--- config.mk ---
export PLATFORM = sky130hd
export DESIGN_NAME = cci_test_flow_limiter
export DESIGN_NICKNAME = d
export VERILOG_FILES = /design/src/rtl/cci_test_flow_pkg.sv /design/src/rtl/cci_test_flow_chan.sv /design/src/rtl/cci_test_flow_limiter.sv
export SDC_FILE = /design/constraint.sdc
export NUM_CORES = 1
export LEC_CHECK = 0
export BUFFER_PORTS_ARGS = -buffer_cell sky130_fd_sc_hd__buf_4
export CELL_PAD_IN_SITES_DETAIL_PLACEMENT = 2
export CELL_PAD_IN_SITES_GLOBAL_PLACEMENT = 2
export CORE_MARGIN = 8
export CORE_UTILIZATION = 29
export DETAILED_ROUTE_END_ITERATION = 8
export HOLD_SLACK_MARGIN = 0.05
export PLACE_DENSITY = 0.73
export SLEW_MARGIN = 30
export SYNTH_ARGS = -nofsm -noshare
export SYNTH_HDL_FRONTEND = slang
export SYNTH_SLANG_ARGS = --single-unit
--- constraint.sdc ---
create_clock -name clk -period 9.68 [get_ports clk]
set_input_delay 0.484 -clock clk [delete_from_list [all_inputs] [get_ports clk]]
set_output_delay 0.484 -clock clk [all_outputs]
set_load 0.05 [all_outputs]
--- src/rtl/cci_test_flow_pkg.sv ---
// ----------------------------------------------------------------------------
// cci_test_flow_pkg
//
// Shared types and helpers for the CCI test flow limiter.
//   t_active_cnt   - active-line counter at the default 512-line depth
//   t_cl_len       - 2-bit CCI line-length / packed-count code
//   t_line_delta   - per-cycle increment/decrement amount (0..4 lines)
//   t_flow_state   - per-channel throttle FSM state
//   cl_len_lines   - lines in a c0 read request for a cl_len code
//   wr_rsp_lines   - lines retired by one c1 write response
// ----------------------------------------------------------------------------
package cci_test_flow_pkg;

   localparam int MAX_ACTIVE_LINES_DEF = 512;
   localparam int CNT_BITS_DEF         = $clog2(MAX_ACTIVE_LINES_DEF) + 1;
   localparam int DELTA_BITS           = 3;

   typedef logic [CNT_BITS_DEF-1:0] t_active_cnt;
   typedef logic [1:0]              t_cl_len;
   typedef logic [DELTA_BITS-1:0]   t_line_delta;

   typedef enum logic [0:0] {
      OPEN      = 1'b0,
      THROTTLED = 1'b1
   } t_flow_state;

   // Code 2 is not a legal CCI length; it is counted as 3 lines.
   function automatic t_line_delta cl_len_lines(input t_cl_len cl_len);
      t_line_delta lines;
      case (cl_len)
         2'd0:    lines = 3'd1;
         2'd1:    lines = 3'd2;
         2'd2:    lines = 3'd3;
         default: lines = 3'd4;
      endcase
      return lines;
   endfunction

   // A packed write response retires cl_num+1 lines; unpacked retires one.
   function automatic t_line_delta wr_rsp_lines(input logic    packed_fmt,
                                                input t_cl_len cl_num);
      return packed_fmt ? (3'(cl_num) + 3'd1) : 3'd1;
   endfunction

endpackage

--- src/rtl/cci_test_flow_chan.sv ---
// ----------------------------------------------------------------------------
// cci_test_flow_chan
//
// One channel of the flow limiter: active-line counter with saturation and
// underflow clamp, OPEN/THROTTLED hysteresis FSM, high watermark and sticky
// error bits.
//
// Ports:
//   clk_i, reset_i   clock, synchronous active-high reset
//   inc_i            lines added this cycle
//   dec_i            lines retired this cycle
//   limit_i          programmed line limit (0 = unlimited)
//   clear_i          clear watermark/errors (watermark reloads next count)
//   force_o          registered throttle request (state == THROTTLED)
//   state_o          FSM state, exposed for observation
//   count_o          current active lines
//   hwm_o            max active lines since last clear
//   err_under_o      sticky: a decrement exceeded the available count
//   err_over_o       sticky: the count saturated at MAX_ACTIVE_LINES
// ----------------------------------------------------------------------------
module cci_test_flow_chan
   import cci_test_flow_pkg::*;
#(
   parameter int  MAX_ACTIVE_LINES = 512,
   parameter int  ALM_FULL_SLACK   = 8,
   parameter int  HYST_LINES       = 4,
   localparam int CNT_BITS         = $clog2(MAX_ACTIVE_LINES) + 1
) (
   input  logic                clk_i,
   input  logic                reset_i,
   input  t_line_delta         inc_i,
   input  t_line_delta         dec_i,
   input  logic [CNT_BITS-1:0] limit_i,
   input  logic                clear_i,
   output logic                force_o,
   output t_flow_state         state_o,
   output logic [CNT_BITS-1:0] count_o,
   output logic [CNT_BITS-1:0] hwm_o,
   output logic                err_under_o,
   output logic                err_over_o
);

   // One extra bit so count+inc and limit-slack never wrap.
   localparam int WW = CNT_BITS + 1;

   logic [CNT_BITS-1:0] count_q, count_d;
   logic [CNT_BITS-1:0] hwm_q, hwm_d;
   logic                err_under_q, err_under_d;
   logic                err_over_q, err_over_d;
   t_flow_state         state_q, state_d;

   logic [WW-1:0] sum_w, net_w, next_w, limit_w, thr_w, rel_w;
   logic          under_set, over_set;

   // Net counter update: clamp to 0 on underflow, saturate on overflow.
   always_comb begin
      sum_w     = {1'b0, count_q} + WW'(inc_i);
      under_set = (WW'(dec_i) > sum_w);
      net_w     = under_set ? '0 : (sum_w - WW'(dec_i));
      over_set  = (net_w > WW'(MAX_ACTIVE_LINES));
      count_d   = over_set ? CNT_BITS'(MAX_ACTIVE_LINES) : net_w[CNT_BITS-1:0];
      next_w    = {1'b0, count_d};
   end

   // Throttle starts ALM_FULL_SLACK lines before the limit; release needs a
   // further HYST_LINES of drain. Both thresholds floor at zero.
   always_comb begin
      limit_w = {1'b0, limit_i};
      thr_w   = (limit_w > WW'(ALM_FULL_SLACK)) ? (limit_w - WW'(ALM_FULL_SLACK)) : '0;
      rel_w   = (thr_w > WW'(HYST_LINES)) ? (thr_w - WW'(HYST_LINES)) : '0;
   end

   // The FSM evaluates the next count so the throttle is visible in the same
   // cycle as the count that caused it.
   always_comb begin
      state_d = state_q;
      case (state_q)
         OPEN: begin
            if ((limit_i != '0) && (next_w >= thr_w)) state_d = THROTTLED;
         end
         THROTTLED: begin
            if ((limit_i == '0) || (next_w <= rel_w)) state_d = OPEN;
         end
         default: state_d = OPEN;
      endcase
   end

   // Clear wins over a same-cycle error and reloads the watermark with the
   // next count rather than zero.
   always_comb begin
      if (clear_i) begin
         hwm_d       = count_d;
         err_under_d = 1'b0;
         err_over_d  = 1'b0;
      end else begin
         hwm_d       = (count_d > hwm_q) ? count_d : hwm_q;
         err_under_d = err_under_q | under_set;
         err_over_d  = err_over_q | over_set;
      end
   end

   always_ff @(posedge clk_i) begin
      if (reset_i) begin
         count_q     <= '0;
         hwm_q       <= '0;
         err_under_q <= 1'b0;
         err_over_q  <= 1'b0;
         state_q     <= OPEN;
      end else begin
         count_q     <= count_d;
         hwm_q       <= hwm_d;
         err_under_q <= err_under_d;
         err_over_q  <= err_over_d;
         state_q     <= state_d;
      end
   end

   assign force_o     = (state_q == THROTTLED);
   assign state_o     = state_q;
   assign count_o     = count_q;
   assign hwm_o       = hwm_q;
   assign err_under_o = err_under_q;
   assign err_over_o  = err_over_q;

endmodule

--- src/rtl/cci_test_flow_limiter.sv ---
// ----------------------------------------------------------------------------
// cci_test_flow_limiter
//
// Watches FIU-side c0 read and c1 write traffic, counts active lines per
// channel and raises c0ForceAlmFull/c1ForceAlmFull (OR-ed into the FIU
// almost-full wires) when a count approaches its CSR-programmed limit.
// Also reports high watermarks and sticky accounting errors.
//
// Ports:
//   clk, reset                    clock, synchronous active-high reset
//   c0_req_valid, c0_req_cl_len   accepted read request and its length code
//   c0_rsp_valid                  one read-response line
//   c1_req_valid                  one write data beat (no WrFence)
//   c1_rsp_valid, c1_rsp_format,
//   c1_rsp_cl_num                 write response, packed flag, lines-1
//   cfg_c0/c1_max_lines           per-channel limit, 0 = unlimited
//   cfg_clear_stats               pulse: clear watermarks and errors
//   c0/c1ForceAlmFull             throttle outputs
//   c0/c1ActiveLines              current counts
//   c0/c1_hwm                     watermarks since clear
//   err_underflow, err_overflow   sticky errors, [1]=c1, [0]=c0
// ----------------------------------------------------------------------------
module cci_test_flow_limiter
   import cci_test_flow_pkg::*;
#(
   parameter int  MAX_ACTIVE_LINES = 512,
   parameter int  ALM_FULL_SLACK   = 8,
   parameter int  HYST_LINES       = 4,
   localparam int CNT_BITS         = $clog2(MAX_ACTIVE_LINES) + 1
) (
   input  logic                clk,
   input  logic                reset,
   input  logic                c0_req_valid,
   input  logic [1:0]          c0_req_cl_len,
   input  logic                c0_rsp_valid,
   input  logic                c1_req_valid,
   input  logic                c1_rsp_valid,
   input  logic                c1_rsp_format,
   input  logic [1:0]          c1_rsp_cl_num,
   input  logic [CNT_BITS-1:0] cfg_c0_max_lines,
   input  logic [CNT_BITS-1:0] cfg_c1_max_lines,
   input  logic                cfg_clear_stats,
   output logic                c0ForceAlmFull,
   output logic                c1ForceAlmFull,
   output logic [CNT_BITS-1:0] c0ActiveLines,
   output logic [CNT_BITS-1:0] c1ActiveLines,
   output logic [CNT_BITS-1:0] c0_hwm,
   output logic [CNT_BITS-1:0] c1_hwm,
   output logic [1:0]          err_underflow,
   output logic [1:0]          err_overflow
);

   t_line_delta c0_inc, c0_dec, c1_inc, c1_dec;
   t_flow_state c0_state, c1_state;

   always_comb begin
      c0_inc = c0_req_valid ? cl_len_lines(c0_req_cl_len) : '0;
      c0_dec = c0_rsp_valid ? 3'd1 : '0;
      c1_inc = c1_req_valid ? 3'd1 : '0;
      c1_dec = c1_rsp_valid ? wr_rsp_lines(c1_rsp_format, c1_rsp_cl_num) : '0;
   end

   cci_test_flow_chan #(
      .MAX_ACTIVE_LINES (MAX_ACTIVE_LINES),
      .ALM_FULL_SLACK   (ALM_FULL_SLACK),
      .HYST_LINES       (HYST_LINES)
   ) u_c0 (
      .clk_i       (clk),
      .reset_i     (reset),
      .inc_i       (c0_inc),
      .dec_i       (c0_dec),
      .limit_i     (cfg_c0_max_lines),
      .clear_i     (cfg_clear_stats),
      .force_o     (c0ForceAlmFull),
      .state_o     (c0_state),
      .count_o     (c0ActiveLines),
      .hwm_o       (c0_hwm),
      .err_under_o (err_underflow[0]),
      .err_over_o  (err_overflow[0])
   );

   cci_test_flow_chan #(
      .MAX_ACTIVE_LINES (MAX_ACTIVE_LINES),
      .ALM_FULL_SLACK   (ALM_FULL_SLACK),
      .HYST_LINES       (HYST_LINES)
   ) u_c1 (
      .clk_i       (clk),
      .reset_i     (reset),
      .inc_i       (c1_inc),
      .dec_i       (c1_dec),
      .limit_i     (cfg_c1_max_lines),
      .clear_i     (cfg_clear_stats),
      .force_o     (c1ForceAlmFull),
      .state_o     (c1_state),
      .count_o     (c1ActiveLines),
      .hwm_o       (c1_hwm),
      .err_under_o (err_underflow[1]),
      .err_over_o  (err_overflow[1])
   );

endmodule

# Word level (Yosys, flattened, before mapping)
# Index checks and enable logic that the tools add are counted.
totals:
  elab_cells: 77
  out_inout_bits: 46
  latchBits: 0
  n_memories: 0
  ramBits: 0
  romBits: 0
  regBits: 46
op_classes:
  n_reduce_logical: 12
  multipliers: 0
  n_lt_le_gt_ge: 14
  bitwise_logic: 6
  add_sub_neg: 9
  n_mux: 24
  div_mod_pow: 0
  n_eq_ne: 2
  shift: 0
ops:
  columns: ["cell", "n"]
  rows:
  - ["$mux W11", 6]
  - ["$mux W10", 6]
  - ["$ge A10 B11 Y1", 2]
  - ["$gt A11 B10 Y1 const B", 2]
  - ["$gt A11 B3 Y1 const B", 2]
  - ["$le A10 B11 Y1", 2]
  - ["$sub A10 B4 Y11 const B", 2]
  - ["$sub A11 B3 Y11 const B", 2]
  - ["$gt A10 B10 Y1", 2]
  - ["$gt A10 B4 Y1 const B", 2]
  - ["$logic_not A10 Y1", 2]
  - ["$reduce_bool A10 Y1", 2]
  - ["$add A10 B1 Y11", 1]
  - ["$add A10 B3 Y11", 1]
  - ["$gt A1 B11 Y1", 1]
  - ["$gt A3 B11 Y1", 1]
  - ["$sub A11 B1 Y11", 1]
  - ["$sub A11 B3 Y11", 1]
  - ["$mux W3", 3]
  - ["$pmux W3 S3", 1]
  - ["$mux W1", 6]
  - ["$or A1 B1 Y1", 4]
  - ["$pmux W1 S2", 2]
  - ["$reduce_bool A2 Y1", 2]
  - ["other kinds (8)", 11]

# Logic depth before layout (Yosys ltp)
logic_depth:
  word_depth: 12
  ltp_mapped: 26
  depth_no_buf: 25

# Hierarchy
# From an unflattened synthesis, not the netlist that was laid out.
unflattened:
  cells_unflattened: 744
  area_unflattened_um2: 5793.1
modules_own_cells:
  columns: ["module", "cells_per_inst", "instances", "area_each_um2", "seq_area_each_um2"]
  rows:
  - ["cci_test_flow_chan at u_c1", 368, 1, 2934.1, 460.4]
  - ["cci_test_flow_chan at u_c0", 362, 1, 2748.9, 460.4]
  - ["cci_test_flow_limiter", 14, 1, 110.1, 0.0]

# Worst setup path after synthesis
# Ideal clock, no wire load.
synth_timing:
  kind: "input port to flip-flop"
  startpoint: "input c0_req_cl_len[0]"
  endpoint: "register u_c0.hwm_q[0] (netlist: u_c0.hwm_o[0])"
  arrival_time_ns: 5.415
  n_path_buf: 0
  setup_slack_ns: 4.204
  path_stages: 25
  path_cell_list: "inv_1 > ha_1 > nor2_1 > nor3b_1 > ha_1 > inv_1 > fa_1 > ha_1 > inv_1 > or4_1 > a21oi_1 > xnor2_1 > nand3_1 > and4bb_4 > o21ai_2 > nor2_1 > ha_1 > nor2b_1 > o21a_1 > o21a_1 > o21a_1 > o21a_1 > o21a_1 > nor3_1 > a22o_1"
synth_between:
  elab_chain_len: 10
  word_cells_on_any_way: 15
  classes_between: "2 x add/sub; 3 x order compare; 2 x eq/ne; 6 x mux; 2 x reduce/logical"
synth_rtl:
  columns: ["element", "line_no", "source"]
  rows:
  - ["start, declared", "cci_test_flow_limiter.sv:34", "input logic [1:0] c0_req_cl_len,"]
  - ["$eq A2 B2 Y1 (tied with other cells)", "cci_test_flow_pkg.sv:30", "case (cl_len)"]
  - ["$pmux W3 S3 *", "cci_test_flow_pkg.sv:30", null]
  - ["$mux W3 *", "cci_test_flow_limiter.sv:57", "c0_inc = c0_req_valid ? cl_len_lines(c0_req_cl_len) : '0;"]
  - ["$add A10 B3 Y11 *", "cci_test_flow_chan.sv:57", "sum_w = {1'b0, count_q} + WW'(inc_i);"]
  - ["$sub A11 B1 Y11 / $gt A1 B11 Y1 (equally long branches)", "cci_test_flow_chan.sv:59, cci_test_flow_chan.sv:58", null]
  - ["$mux W11 *", "cci_test_flow_chan.sv:59", "net_w = under_set ? '0 : (sum_w - WW'(dec_i));"]
  - ["$gt A11 B10 Y1", "cci_test_flow_chan.sv:60", "over_set = (net_w > WW'(MAX_ACTIVE_LINES));"]
  - ["$mux W10 *", "cci_test_flow_chan.sv:61", "count_d = over_set ? CNT_BITS'(MAX_ACTIVE_LINES) : net_w[CNT_BITS-1:0];"]
  - ["named net u_c0.count_d[1]", "cci_test_flow_chan.sv:46", "logic [CNT_BITS-1:0] count_q, count_d;"]
  - ["$gt A10 B10 Y1 *", "cci_test_flow_chan.sv:96", "hwm_d = (count_d > hwm_q) ? count_d : hwm_q;"]
  - ["$reduce_bool A2 Y1 (no line) *", null, null]
  - ["end signal, assigned", "cci_test_flow_chan.sv:111", "hwm_q <= hwm_d;"]
  - ["end, declared", "cci_test_flow_chan.sv:47", "logic [CNT_BITS-1:0] hwm_q, hwm_d;"]
# The timed path passes the listed nets; every way through them passes the cells marked *. The select of a mux whose other input is x is not followed.
# A chain may end at the register's enable or synchronous reset.

# Worst setup path in the final report
layout_timing:
  startpoint: "input c0_req_cl_len[0]"
  endpoint: "register u_c0.hwm_q[5] (netlist: u_c0.hwm_o[5])"
# Same word-level chain as after synthesis.

==> reports/qor.txt <==
Worst-path clk slew -> 70 ps
required time of the critical path -> 9910 ps
CTS root buf -> clkbuf_16
Syn Nets -> 816
Final Critical Period -> 6260 ps
xor/xnor cell area share of the yosys netlist -> 6.31%
ys async rst share -> 0%
drt first pass iters -> 4
WS Path Type -> in -> reg
H-tree Lvls -> 2
endpoints failing setup -> 0
cell taking the most area after synthesis -> ha_1
Vert. Die Dim -> 153 microns
routed via count -> 5402
Crit Path Max Fanout -> 7
Clock Skew -> 5.27 ps
Critical Path Sink Type -> register
critical path startpoint category -> input pin
CTS Buf Count -> 5
final wirelength -> 19.0 mm
worst hold path type -> in -> reg
Initial Utilization -> 29.2%
Post-synth EDFFs -> 0
register area share after synthesis -> 17.0%
post-synthesis cell area -> 5410 sq um
post-CTS setup buffer count -> 0
I/O Buffers -> 77
Hold-fix buffers, CTS -> 0
diodes inserted -> 0
# nets final -> 874
vias in the first global route -> 6190
register bit total from synthesis -> 46
Placer Congestion -> 0.837
post-DR vias/cell -> 5.43
Final Slew Violations -> 0
first-pass GRT wire length -> 31.7 mm
DRT iter0 DRCs -> 141
top cell type's share of synthesized area -> 18.5%
row count -> 50
Max Buffers Root-to-Sink -> 2
layout cells sized above 1 -> 15.4%
Resized cells post-CTS -> 0
die width -> 153 microns
clock latency on the worst-skew pair -> 290 ps
Most used DFF post-synth -> dfxtp_1
Post-Synthesis Cells -> 702
die area -> 23300 sq um
Achievable Freq -> 160 MHz
Ys Warns -> 0
Yosys cell types -> 72
DRC -> 0
CTS tree -> yes
status -> finished clean
post-synthesis adder-cell area fraction -> 19.2%
mux contribution to synthesized area -> 0.925%
Synth Area in Compound Gates -> 23.1%
initial antenna violation count -> 0
Synth area leaders -> ha_1, dfxtp_1, nand2_1
actual slew at the worst max-slew pin -> 936 ps
setup_tns -> 0 ps
Worst Path Arrival -> 6490 ps
gr ovfl total -> 0
Synth Area per Inst -> 7.71 sq um
clk sinks -> 46
largest family of logic cells by synthesized area -> simple AND/OR/NAND/NOR gates
final hold violations -> 0
post-route ant nets -> 0
largest net degree at the start of global routing -> 25
growth of design area from synthesis to finish -> 16.7%
Synth Area in Simple Gates -> 27.3%
hpwl dp -> 16.0 mm
GRT Util Overall -> 16.2%
Max Cap Viol -> 0
Slew HR -> 37.1%
WL per Instance -> 19.1 microns
Core Region -> 18500 sq um
fin crit share -> 64.7%
RSZ-0062 raised after global routing -> false
Ports -> 78
final cells by class:
| type | instances | area (sq um) |
|---|---|---|
| Clock buffer | 6 | 129 |
| Clock inverter | 2 | 37.5 |
| Fill cell | 2173 | 12200 |
| Inverter | 50 | 188 |
| Multi-Input combinational cell | 579 | 4160 |
| Sequential cell | 46 | 921 |
| Tap cell | 234 | 293 |
| Timing Repair Buffer | 78 | 586 |
state kept, by name, summed over array words and instances (netlist names):
register / flops
u_c0.hwm_o: 10
u_c0.force_o: 1
u_c1.err_under_o: 1
u_c1.hwm_o: 10
u_c1.force_o: 1
u_c1.count_o: 10
u_c1.err_over_o: 1
u_c0.count_o: 10
u_c0.err_under_o: 1
u_c0.err_over_o: 1
stage by stage:
| step | hold slack, ps | util, % | instances | setup slack (ps) | area, sq um |
|---|---|---|---|---|---|
| 5_1_grt | 470 | 34.1 | 995 | 3020 | 6310 |
| 2_1_floorplan | 442 | - | 702 | 4200 | 5410 |
| 3_3_place_gp | 457 | 33.2 | 987 | 3200 | 6150 |
| 6_report | 450 | 34.1 | 995 | 3420 | 6310 |
| 4_1_cts | 463 | 34.1 | 995 | 3420 | 6310 |
| 3_5_place_dp | 467 | 33.2 | 987 | 3170 | 6150 |
cells by family after synthesis:
family                   Yosys count
buffers and inverters             77
AND/OR/NAND/NOR                  275
flip-flops                        46
adder cells (fa/ha/maj)           82
multiplexers                       5
XOR/XNOR                          39
AO/OA/AOI/OAI                    178
final timing paths:
kind                                  startpoint               end  slack [ps]  depth (start not counted)
worst max-delay path            c0_req_cl_len[0]     u_c0.hwm_o[5]        3420                         26
worst min-delay path             cfg_clear_stats  u_c0.err_under_o         450                          2
worst max register to register   u_c1.count_o[0]      u_c1.force_o        3470                         22
worst min register to register   u_c1.err_over_o   u_c1.err_over_o         480                          1
critical path, cell delays in order:
cell,delay (ps)
buf_4,120
inv_1,70
ha_1,160
nor2_1,50
nor3b_1,190
ha_1,290
inv_1,90
fa_1,570
ha_1,250
inv_1,80
nor4_1,450
a211o_1,180
xor2_1,290
nand3_1,130
and4bb_4,360
o21ai_2,120
nor2_1,230
ha_1,290
nor2b_1,140
o21a_1,170
o21a_1,180
o21a_1,170
o21a_1,190
o21a_1,240
nor3_1,730
a22o_1,270
synthesized netlist by cell type (7+ instances only):
| library cell | instances |
|---|---|
| a21oi_1 | 39 |
| a21o_1 | 19 |
| xor2_1 | 15 |
| nand2_1 | 62 |
| nor2_1 | 61 |
| inv_1 | 49 |
| nand2b_1 | 17 |
| nor4_1 | 8 |
| xnor2_1 | 24 |
| and3_1 | 10 |
| nand3_1 | 25 |
| a22o_1 | 7 |
| nand4_1 | 14 |
| buf_2 | 9 |
| nor3_1 | 18 |
| o211ai_1 | 7 |
| ha_1 | 80 |
| a211o_1 | 7 |
| o21a_1 | 16 |
| o21ai_1 | 8 |
| nor2b_1 | 13 |
| o21ai_0 | 22 |
| dfxtp_1 | 46 |
| clkbuf_1 | 11 |
| and2_1 | 8 |
cell usage in the layout, fill, tap and decap left out, drive strengths merged, types with 14 or more instances in the layout:
cell type	n
dfxtp	46
nand2	62
nand4	14
xor2	15
buf	78
nor3	20
nor2b	14
nand3	26
o21ai	32
nand2b	17
nor2	62
inv	50
a21oi	41
a21o	19
ha	80
xnor2	24
nor4	14
o21a	17
metal layers:
metal / up-vias / track usage, % / routed length (microns)
li1: 2638 / - / -
met1: 2668 / 18.6 / 8310
met2: 77 / 31.2 / 9990
met3: 19 / 2.44 / 508
met4: 0 / 2.64 / 211
met5: - / 0 / 0
Power is left out: the tool's default activity adds up to more than one toggle a clock period on the data nets, which glitch-free logic cannot reach.
